===== src/rtl/cbus_arbiter_pkg.sv =====
// Local definitions for the CBus round-robin arbiter.
package cbus_arbiter_pkg;

  typedef enum logic {
    ST_IDLE = 1'b0,
    ST_BUSY = 1'b1
  } arb_state_t;

endpackage


===== src/rtl/common.sv =====
// Shared CBus types used by every bus adapter, cache and bridge in the system.
package common;

  typedef enum logic [2:0] {
    MSIZE1 = 3'd0,
    MSIZE2 = 3'd1,
    MSIZE4 = 3'd2,
    MSIZE8 = 3'd3
  } msize_t;

  typedef enum logic [3:0] {
    MLEN1  = 4'd0,
    MLEN2  = 4'd1,
    MLEN4  = 4'd3,
    MLEN8  = 4'd7,
    MLEN16 = 4'd15
  } mlen_t;

  typedef struct packed {
    logic        valid;
    logic        is_write;
    msize_t      size;
    logic [31:0] addr;
    logic [3:0]  strobe;
    logic [31:0] data;
    mlen_t       len;
  } cbus_req_t;

  typedef struct packed {
    logic        ready;
    logic        last;
    logic [31:0] data;
  } cbus_resp_t;

endpackage


===== src/rtl/cbus_arbiter_rr_select.sv =====
// Combinational round-robin picker: first valid port after `last`, modulo N.
module rr_select #(
  parameter  int unsigned N  = 2,
  localparam int unsigned IW = $clog2(N)
) (
  input  logic [N-1:0]  valid,
  input  logic [IW-1:0] last,
  output logic          found,
  output logic [IW-1:0] pick
);

  always_comb begin
    int unsigned cand;
    found = 1'b0;
    pick  = '0;
    cand  = 0;
    // Scan last+1 .. last+N so `last` itself has the lowest priority.
    for (int unsigned k = 1; k <= N; k++) begin
      cand = (32'(last) + k) % N;
      if (!found && valid[IW'(cand)]) begin
        found = 1'b1;
        pick  = IW'(cand);
      end
    end
  end

endmodule


===== src/rtl/cbus_arbiter.sv =====
// Round-robin CBus arbiter: one master at a time, grant held until its burst ends.
module cbus_arbiter
  import common::*;
  import cbus_arbiter_pkg::*;
#(
  parameter int unsigned NUM_INPUTS = 2
) (
  input  logic                         clk,
  input  logic                         resetn,
  input  cbus_req_t  [NUM_INPUTS-1:0]  ireqs,
  output cbus_resp_t [NUM_INPUTS-1:0]  iresps,
  output cbus_req_t                    oreq,
  input  cbus_resp_t                   oresp
);

  localparam int unsigned IW = $clog2(NUM_INPUTS);

  arb_state_t          state;
  logic [IW-1:0]       index;
  logic [IW-1:0]       last_grant;
  logic [NUM_INPUTS-1:0] valids;
  logic                found;
  logic [IW-1:0]       pick;

  always_comb begin
    valids = '0;
    for (int unsigned i = 0; i < NUM_INPUTS; i++) begin
      valids[i] = ireqs[i].valid;
    end
  end

  rr_select #(
    .N(NUM_INPUTS)
  ) u_rr_select (
    .valid(valids),
    .last (last_grant),
    .found(found),
    .pick (pick)
  );

  always_ff @(posedge clk) begin
    if (!resetn) begin
      state      <= ST_IDLE;
      index      <= '0;
      last_grant <= IW'(NUM_INPUTS - 1);
    end else begin
      case (state)
        ST_IDLE: begin
          if (found) begin
            state <= ST_BUSY;
            index <= pick;
          end
        end
        ST_BUSY: begin
          // Withdrawn or competing requests are ignored; only last ends the grant.
          if (oresp.ready && oresp.last) begin
            state      <= ST_IDLE;
            last_grant <= index;
          end
        end
        default: state <= ST_IDLE;
      endcase
    end
  end

  always_comb begin
    oreq   = '0;
    iresps = '0;
    if (state == ST_BUSY) begin
      oreq          = ireqs[index];
      iresps[index] = oresp;
    end
  end

endmodule


===== config.mk =====
export PLATFORM = sky130hd
export DESIGN_NAME = cbus_arbiter
export DESIGN_NICKNAME = d
export VERILOG_FILES = /design/src/rtl/cbus_arbiter_pkg.sv /design/src/rtl/common.sv /design/src/rtl/cbus_arbiter_rr_select.sv /design/src/rtl/cbus_arbiter.sv
export SDC_FILE = /design/constraint.sdc
export NUM_CORES = 1
export LEC_CHECK = 0
export BUFFER_PORTS_ARGS = -buffer_cell sky130_fd_sc_hd__clkbuf_2
export CAP_MARGIN = 10
export CORE_AREA = 2 2 129 131
export DETAILED_ROUTE_END_ITERATION = 7
export DIE_AREA = 0 0 131 133
export PLACE_DENSITY = 0.46
export SLEW_MARGIN = 15
export SYNTH_ARGS = -nofsm -noshare
export SYNTH_HDL_FRONTEND = slang
export SYNTH_SLANG_ARGS = --single-unit

===== constraint.sdc =====
create_clock -name clk -period 1.8 [get_ports clk]
set_input_delay 0.18 -clock clk [delete_from_list [all_inputs] [get_ports clk]]
set_output_delay 0.18 -clock clk [all_outputs]
set_load 0.01 [all_outputs]

* Word-level counts from Yosys, hierarchy flattened
Cells that the tools add are included.
W data, S select, Z words.
** Storage, ports and cells
- Register bits :: 3
- Word-level logic and storage cells :: 34
- Input bits :: 190
- Output and inout port bits :: 145
** Cells by class
- Multiplexer cells :: 17
- $lt $le $gt $ge :: 4
- Reductions and logical operators :: 6
- Bitwise operators :: 2
- $add $sub $neg :: 2
** Operators by type and width (number)
- $mux W77 :: 3
- $and A68 B68 Y68 :: 1
- $mux W68 :: 1
- $demux W34 S1 :: 1
- $mux W34 :: 1
- $mux W1 :: 10
- $lt A1 B2 Y1 const B :: 3
- $reduce_and A2 Y1 :: 2
- $logic_and A1 B1 Y1 :: 3
- $add A1 B1 Y1 const B :: 2
- $pmux W1 S2 :: 1
- $ge A1 B1 Y1 const B :: 1
- $logic_not A1 Y1 :: 1
- $not A1 Y1 :: 1

* Logic depth before layout (Yosys ltp)
Gate-level depths: netlist of the first run.
- Depth after elaboration :: 9
- Depth in mapped cells :: 5
- Depth with buffers taken out :: 3

* Cells and area by module
Synthesis of the first run repeated with hierarchy kept, for this count alone.
** Unflattened totals
- Cells, all modules :: 263
- Area, all modules :: 1999.4 sq um
** Modules (own cells, without submodules)
- cbus_arbiter :: seq. area each 60.1 sq um, area an instance 1985.7 sq um, instances 1, cells an instance 261
- rr_select :: seq. area each 0.0 sq um, area an instance 13.8 sq um, instances 1, cells an instance 2

* Worst setup path after synthesis of the first run
OpenSTA, ideal clock, no wires.
- Kind :: flip-flop to output port
- Start :: register index
- End :: output oreq[45] (netlist bit)
- Slack :: 0.600 ns
- Buffers on the path :: 3
- Arrival :: 1.020 ns
- Cell stages (with the launch flop) :: 6
- Required time :: 1.620 ns
- Cells stage by stage :: dfxtp_1 > buf_4 > buf_8 > buf_12 > mux2i_1 > nor2b_1
** RTL lines
- from (decl) :: RTL line cbus_arbiter.sv:19 : logic [IW-1:0] index;
- from (signal assigned) :: RTL line cbus_arbiter.sv:51 : index <= pick;
- to (decl) :: RTL line cbus_arbiter.sv:12 : output cbus_req_t oreq,

==> impl_metrics.py, run 1 <==
metrics = {
    "synth": {
        "synth_top_area_cell": "mux2i_1",
        "synth_top_area_share_pct": 38.85,
        "synthTopCellsByArea": "mux2i_1 39%, nor2b_1 24%, and3_1 11%",
        "synth_seq_cells": 3,
        "syn_inst": 265,
        "synth_top_family_by_area": "simple AND/OR/NAND/NOR gates",
        "avgSynthCellArea_um2": 7.583,
        "synthSimpleGateAreaFrac_pct": 46.89,
        "synth_fa_ha_area_share_pct": 0,
        "ys_types": 20,
        "yosys-mux-area-fraction_pct": 38.85,
        "synth_area_mm2": 0.002009,
        "ys_seq_area_share_pct": 2.989,
        "syn_nets": 455,
        "synth_xor_area_share_pct": 0,
        "yosysWarnings": 0,
        "synth_compound_area_share_pct": 1.121,
    },
    "power": {
        "ir_drop_mv": 0.2322,
        "p_sw_share_pct": 37.64,
        "p_switching_mw": 0.5124,
        "p_leak_nw": 2.276,
        "p_seq_share_pct": 6.4,
        "comb_power_share_pct": 67.8,
        "power_density_mw_per_mm2": 343.8,
        "intPower_mw": 0.8489,
        "p_clk_share_pct": 25.8,
    },
    "cts": {
        "root_buffer": "clkbuf_16",
        "htree_num_levels": 1,
        "path_clk_slew_ps": 30,
        "post_cts_buffers": 0,
        "clkSinkCount": 3,
        "insertion_delay_ps": 220,
        "cts_buffers": 3,
        "clockBufferDepth": 2,
        "cts_tree": "yes",
    },
    "critical_path": {
        "max_stage_delay_ps": 540,
        "crit_path_end_kind": "primary output",
        "critPathMaxFanout": 56,
        "crit_type": "flop to primary output",
        "cp.required_ps": 1620,
        "path_cells": "buf_16, mux2i_1, nor2b_1, clkbuf_2",
        "setup.worst_path.start_class": "flop",
        "cp_slowest_cell": "dfxtp_4",
        "cp.arrival_ps": 1500,
        "rr_worst_depth": 4,
    },
    "global_route": {
        "grt_pass1_vias": 2628,
        "track_usage_pct": 9.294,
        "grt_remaining_overflow": 0,
        "grt_max_degree": 61,
        "grt_first_pass_wirelength_mm": 12.71,
        "grt_antenna_before_repair": 0,
    },
    "layout": {
        "antennaDiodeCount": 0,
        "design_area_mm2": 0.003960,
        "fillers": 1788,
        "drive_above_1_share_pct": 59.93,
        "synthToLayoutAreaGrowth_pct": 97.07,
        "nets": 775,
    },
    "sta": {
        "tightest_slew_ps": 416.0,
        "min_period_over_period_pct": 93.55,
        "final_max_slew_viol_count": 0,
        "setup_viol": 0,
        "rsz0062_at_grt": "no",
        "fmax_ghz": 0.5939,
        "min_period_ps": 1684,
        "fin_skew_ps": 1.162,
        "max_slew_margin_pct": 72.27,
        "fin_tns_setup_ps": 0,
        "hold_violations": 0,
    },
    "floorplan": {
        "core_area_mm2": 0.01617,
        "die_h_um": 133,
        "die_area_mm2": 0.01742,
        "rows": 47,
        "start_util_pct": 12.43,
        "io_pins": 335,
        "die_x_um": 131,
    },
    "worst_hold_path": {
        "hold_class": "primary input to flop",
        "min_path_cells": 2,
    },
    "routing": {
        "drc": 0,
        "wl_per_cell_um": 11.48,
        "drtAntennaViolNets": 0,
        "vias": 2950,
        "drt_wl_total_mm": 9.233,
        "drtIter0Drc": 54,
        "dr.pass1.iters": 4,
        "viasPerCell": 3.669,
    },
    "placement": {
        "portBuffers": 334,
        "place.gp.congestion": 0.7322,
        "dp_hpwl_mm": 7.856,
        "place_area_mm2": 0.003874,
    },
    "run_status": {
        "status": "finished, final reports clean",
    },
    "job": {
        "drv_cap": 0,
    },
}
## sequential cells by signal (all words and copies together), names as in the netlist
name and count:
state 1, index 1, last_grant 1
## critical path, delay by kind of cell (launching register included)
| kind | cells | cell delay (ps) |
|---|---|---|
| simple gates | 1 | 60 |
| buf+inv | 2 | 390 |
| mux | 1 | 230 |
| flops | 1 | 540 |
## layout make-up
cell class | count | area [µm²] | share of cell area, %
Sequential cell | 3 | 65.06 | 1.643
Clock buffer | 4 | 78.83 | 1.991
Inverter | 1 | 3.754 | 0.09479
Tap cell | 220 | 275.3 | 6.951
Timing Repair Buffer | 344 | 1792 | 45.24
Multi-Input combinational cell | 232 | 1745 | 44.08
## cell usage after synthesis
| library cell | count |
|---|---|
| inv_1 | 1 |
| buf_8 | 1 |
| dfxtp_1 | 3 |
| buf_4 | 7 |
| buf_2 | 2 |
| a21boi_0 | 1 |
| clkbuf_1 | 14 |
| nand3b_1 | 1 |
| nor2b_4 | 1 |
| and2_1 | 33 |
| and3_1 | 34 |
| o311a_1 | 1 |
| nor2_1 | 1 |
| nand2_1 | 3 |
| o21ai_0 | 1 |
| mux2i_1 | 78 |
| clkbuf_2 | 2 |
| nand3_1 | 1 |
| buf_12 | 3 |
| nor2b_1 | 77 |
## power groups by stage
stage / clock (mW) / sequential [mW] / combinational, mW
after floorplan: 0 / 0.0734 / 0.506
after detailed placement: 0 / 0.0881 / 0.934
after global placement: 0 / 0.0874 / 0.939
final: 0.352 / 0.0871 / 0.923
after CTS: 0.361 / 0.0872 / 0.938
after global routing: 0.371 / 0.0884 / 1.02
## routing by layer
layer,track usage (%),vias to the layer above,wire [µm]
li1,-,1526,-
met1,9.406,1231,3392
met2,18.28,181,4875
met3,2.022,12,841
met4,3.073,0,123
met5,0,-,0
## layout by cell type (no fill, tap or decap)
cell type and count:
nor2_1 1, and2_1 33, buf_16 1, clkbuf_16 3, nand3b_1 1, inv_1 1
mux2i_1 78, and3_1 34, dfxtp_1 1, nand3_1 1, nor2b_4 1, buf_12 2
o21ai_0 1, nor2b_1 77, clkbuf_1 1, a21boi_0 1, clkbuf_2 334, dfxtp_2 1
o311a_1 1, nand2_1 3, buf_4 7, dfxtp_4 1
## repair_timing
| item | 4_1_cts | 5_1_grt |
|---|---|---|
| resized for setup | 0 | 1 |
| hold buffers | 0 | 0 |
| setup endpoints to repair | 0 | 1 |
## cells by family after synthesis
family / after synthesis
buf+inv: 30
simple gates: 151
compound gates: 3
flops: 3
mux: 78
## metrics by stage
stage,power (mW),std cells,utilization [%],worst slack [ps],hold WS (ps)
global route,1.477,804,24.49,1.080,156.8
floorplan,0.5798,265,-,600.2,241.9
detailed placement,1.022,800,23.95,342.6,375.0
global placement,1.027,800,23.95,354.8,373.6
CTS,1.386,804,24.44,105.2,142.9
finish,1.361,804,24.49,116.1,143.6
## worst paths after layout
check	startpoint	endpoint	slack (ps)
setup / recovery	index	oreq[5]	120
hold / removal	resetn	last_grant	140
setup reg to reg	state	last_grant	630
hold reg to reg	last_grant	last_grant	470
Power figures use the tool's default switching activity.
==> inputs of run 2 (changes only) <==
--- a/config.mk
+++ b/config.mk
@@ -10,6 +10,7 @@
 export CORE_AREA = 2 2 129 131
 export DETAILED_ROUTE_END_ITERATION = 7
 export DIE_AREA = 0 0 131 133
+export GPL_TIMING_DRIVEN = 0
 export PLACE_DENSITY = 0.46
 export SLEW_MARGIN = 15
 export SYNTH_ARGS = -nofsm -noshare
==> run 2 against run 1 <==
Compared with the run above: clock skew rose by 1.1 ps; worst setup slack gained 45 ps; register-to-register slack got worse by 20 ps; clock power is 2% lower; final area is 2.2% higher; sequential power decreased by 16%; routed wire length rose by 10%.
==> impl_metrics.py, run 2 (synthesized netlist as in run 1, its figures left out) <==
metrics = {
    "run_status": {
        "status": "finished, final reports clean",
    },
    "power": {
        "intPower_mw": 0.8668,
        "p_seq_share_pct": 5.2,
        "p_switching_mw": 0.5290,
        "comb_power_share_pct": 70.0,
        "power_density_mw_per_mm2": 344.7,
        "ir_drop_mv": 0.2533,
        "p_clk_share_pct": 24.8,
        "p_leak_nw": 2.337,
        "total_power_mw": 1.396,
        "p_sw_share_pct": 37.90,
    },
    "sta": {
        "fmax_ghz": 0.6102,
        "fin_tns_setup_ps": 0,
        "fin_skew_ps": 2.245,
        "rsz0062_at_grt": "no",
        "hold_violations": 0,
        "min_period_ps": 1639,
        "max_slew_margin_pct": 67.61,
        "final_max_slew_viol_count": 0,
        "tightest_slew_ps": 485.9,
        "setup_viol": 0,
        "min_period_over_period_pct": 91.05,
    },
    "routing": {
        "viasPerCell": 3.705,
        "drc": 0,
        "vias": 3049,
        "dr.pass1.iters": 4,
        "drtIter0Drc": 60,
        "wl_per_cell_um": 12.34,
        "drtAntennaViolNets": 0,
        "drt_wl_total_mm": 10.15,
    },
    "worst_hold_path": {
        "min_from": "resetn",
        "whs_endpoint": "last_grant",
        "min_path_cells": 2,
        "hold_class": "primary input to flop",
    },
    "placement": {
        "portBuffers": 334,
        "dp_hpwl_mm": 8.935,
        "place.gp.congestion": 0.8202,
    },
    "critical_path": {
        "setup.worst_path.start_class": "flop",
        "ff2ff_setup_slack_ps": 610,
        "crit_type": "flop to primary output",
        "cp.arrival_ps": 1460,
        "crit_path_end_kind": "primary output",
        "rr_worst_depth": 5,
        "critPathMaxFanout": 10,
        "cp.required_ps": 1620,
        "r2r_start": "state",
        "reg2reg_to": "last_grant",
    },
    "layout": {
        "final_cell_mix": "342 x clkbuf_2, 78 x mux2i_1, 77 x nor2b_1",
        "synthToLayoutAreaGrowth_pct": 101.5,
        "nets": 794,
        "final_common_cell": "clkbuf_2",
        "drive_above_1_share_pct": 59.70,
        "antennaDiodeCount": 0,
        "utilization_pct": 25.04,
        "top_regs": "index: 1 flops, last_grant: 1 flops, state: 1 flops",
    },
    "global_route": {
        "grt_antenna_before_repair": 0,
        "grt_pass1_vias": 2708,
        "grt_remaining_overflow": 0,
        "grt_first_pass_wirelength_mm": 14.10,
        "track_usage_pct": 10.40,
        "grt_max_degree": 11,
    },
    "cts": {
        "clkSinkCount": 3,
        "cts_tree": "yes",
        "root_buffer": "clkbuf_16",
        "insertion_delay_ps": 220,
        "path_clk_slew_ps": 30,
        "clockBufferDepth": 2,
        "htree_num_levels": 1,
        "cts_buffers": 3,
    },
    "floorplan": {
        "core_area_mm2": 0.01617,
        "die_x_um": 131,
        "rows": 47,
        "die_h_um": 133,
        "io_pins": 335,
        "die_area_mm2": 0.01742,
        "start_util_pct": 12.43,
    },
    "job": {
        "drv_cap": 0,
    },
}
run 2: worst max-delay path by stage:
stage	startpoint	cells after the start	slack, ps	endpoint
after global placement	state	5	90	oreq[37]
after floorplan	index	5	600	oreq[45]
final	state	4	160	iresps[63]
after CTS	index	5	20	iresps[55]
after global routing	state	5	10	oreq[37]
after detailed placement	state	5	70	oreq[37]
run 2: layout make-up:
| class | instances | area [µm²] |
|---|---|---|
| Sequential cell | 3 | 60.06 |
| Multi-Input combinational cell | 232 | 1745 |
| Timing Repair Buffer | 334 | 1672 |
| Fill cell | 1804 | 12120 |
| Inverter | 1 | 3.754 |
| Tap cell | 220 | 275.3 |
| Clock buffer | 4 | 78.83 |
| Buffer | 29 | 214.0 |
run 2: worst max-delay path, cell delays in order (launching register included):
cell      delay, ps
dfxtp_1         300
buf_4           170
clkbuf_1        410
and3_1          230
clkbuf_2        130
run 2: metal layers:
metal | routed length [µm] | track usage [%]
met1 | 4118 | 12.34
met2 | 5153 | 19.43
met3 | 833 | 2.062
met4 | 46 | 1.418
met5 | 0 | 0
run 2: power by group through the flow:
stage | combinational, mW | clock (mW) | sequential (mW)
after global placement | 0.988 | 0 | 0.0735
after detailed placement | 0.985 | 0 | 0.0738
after floorplan | 0.506 | 0 | 0.0734
after CTS | 0.993 | 0.355 | 0.0728
final | 0.976 | 0.346 | 0.0729
after global routing | 1.08 | 0.364 | 0.0735
run 2: per-stage QoR:
step                      setup slack (ps)  cell area [µm²]  cells  hold slack [ps]
after detailed placement             65.72             3956    819            370.3
after global placement               94.62             3956    819            372.5
after CTS                            23.33             4044    823            143.2
final                                161.1             4049    823            141.9
after global routing                 10.47             4049    823            165.3
after floorplan                      600.2             2009    265            241.9
run 2: timing repair:
action                                  in CTS  in global routing
buffers inserted                             0                  0
endpoints found under the setup margin      60                 21
hold buffers                                 0                  0
gates resized for setup                      6                  6
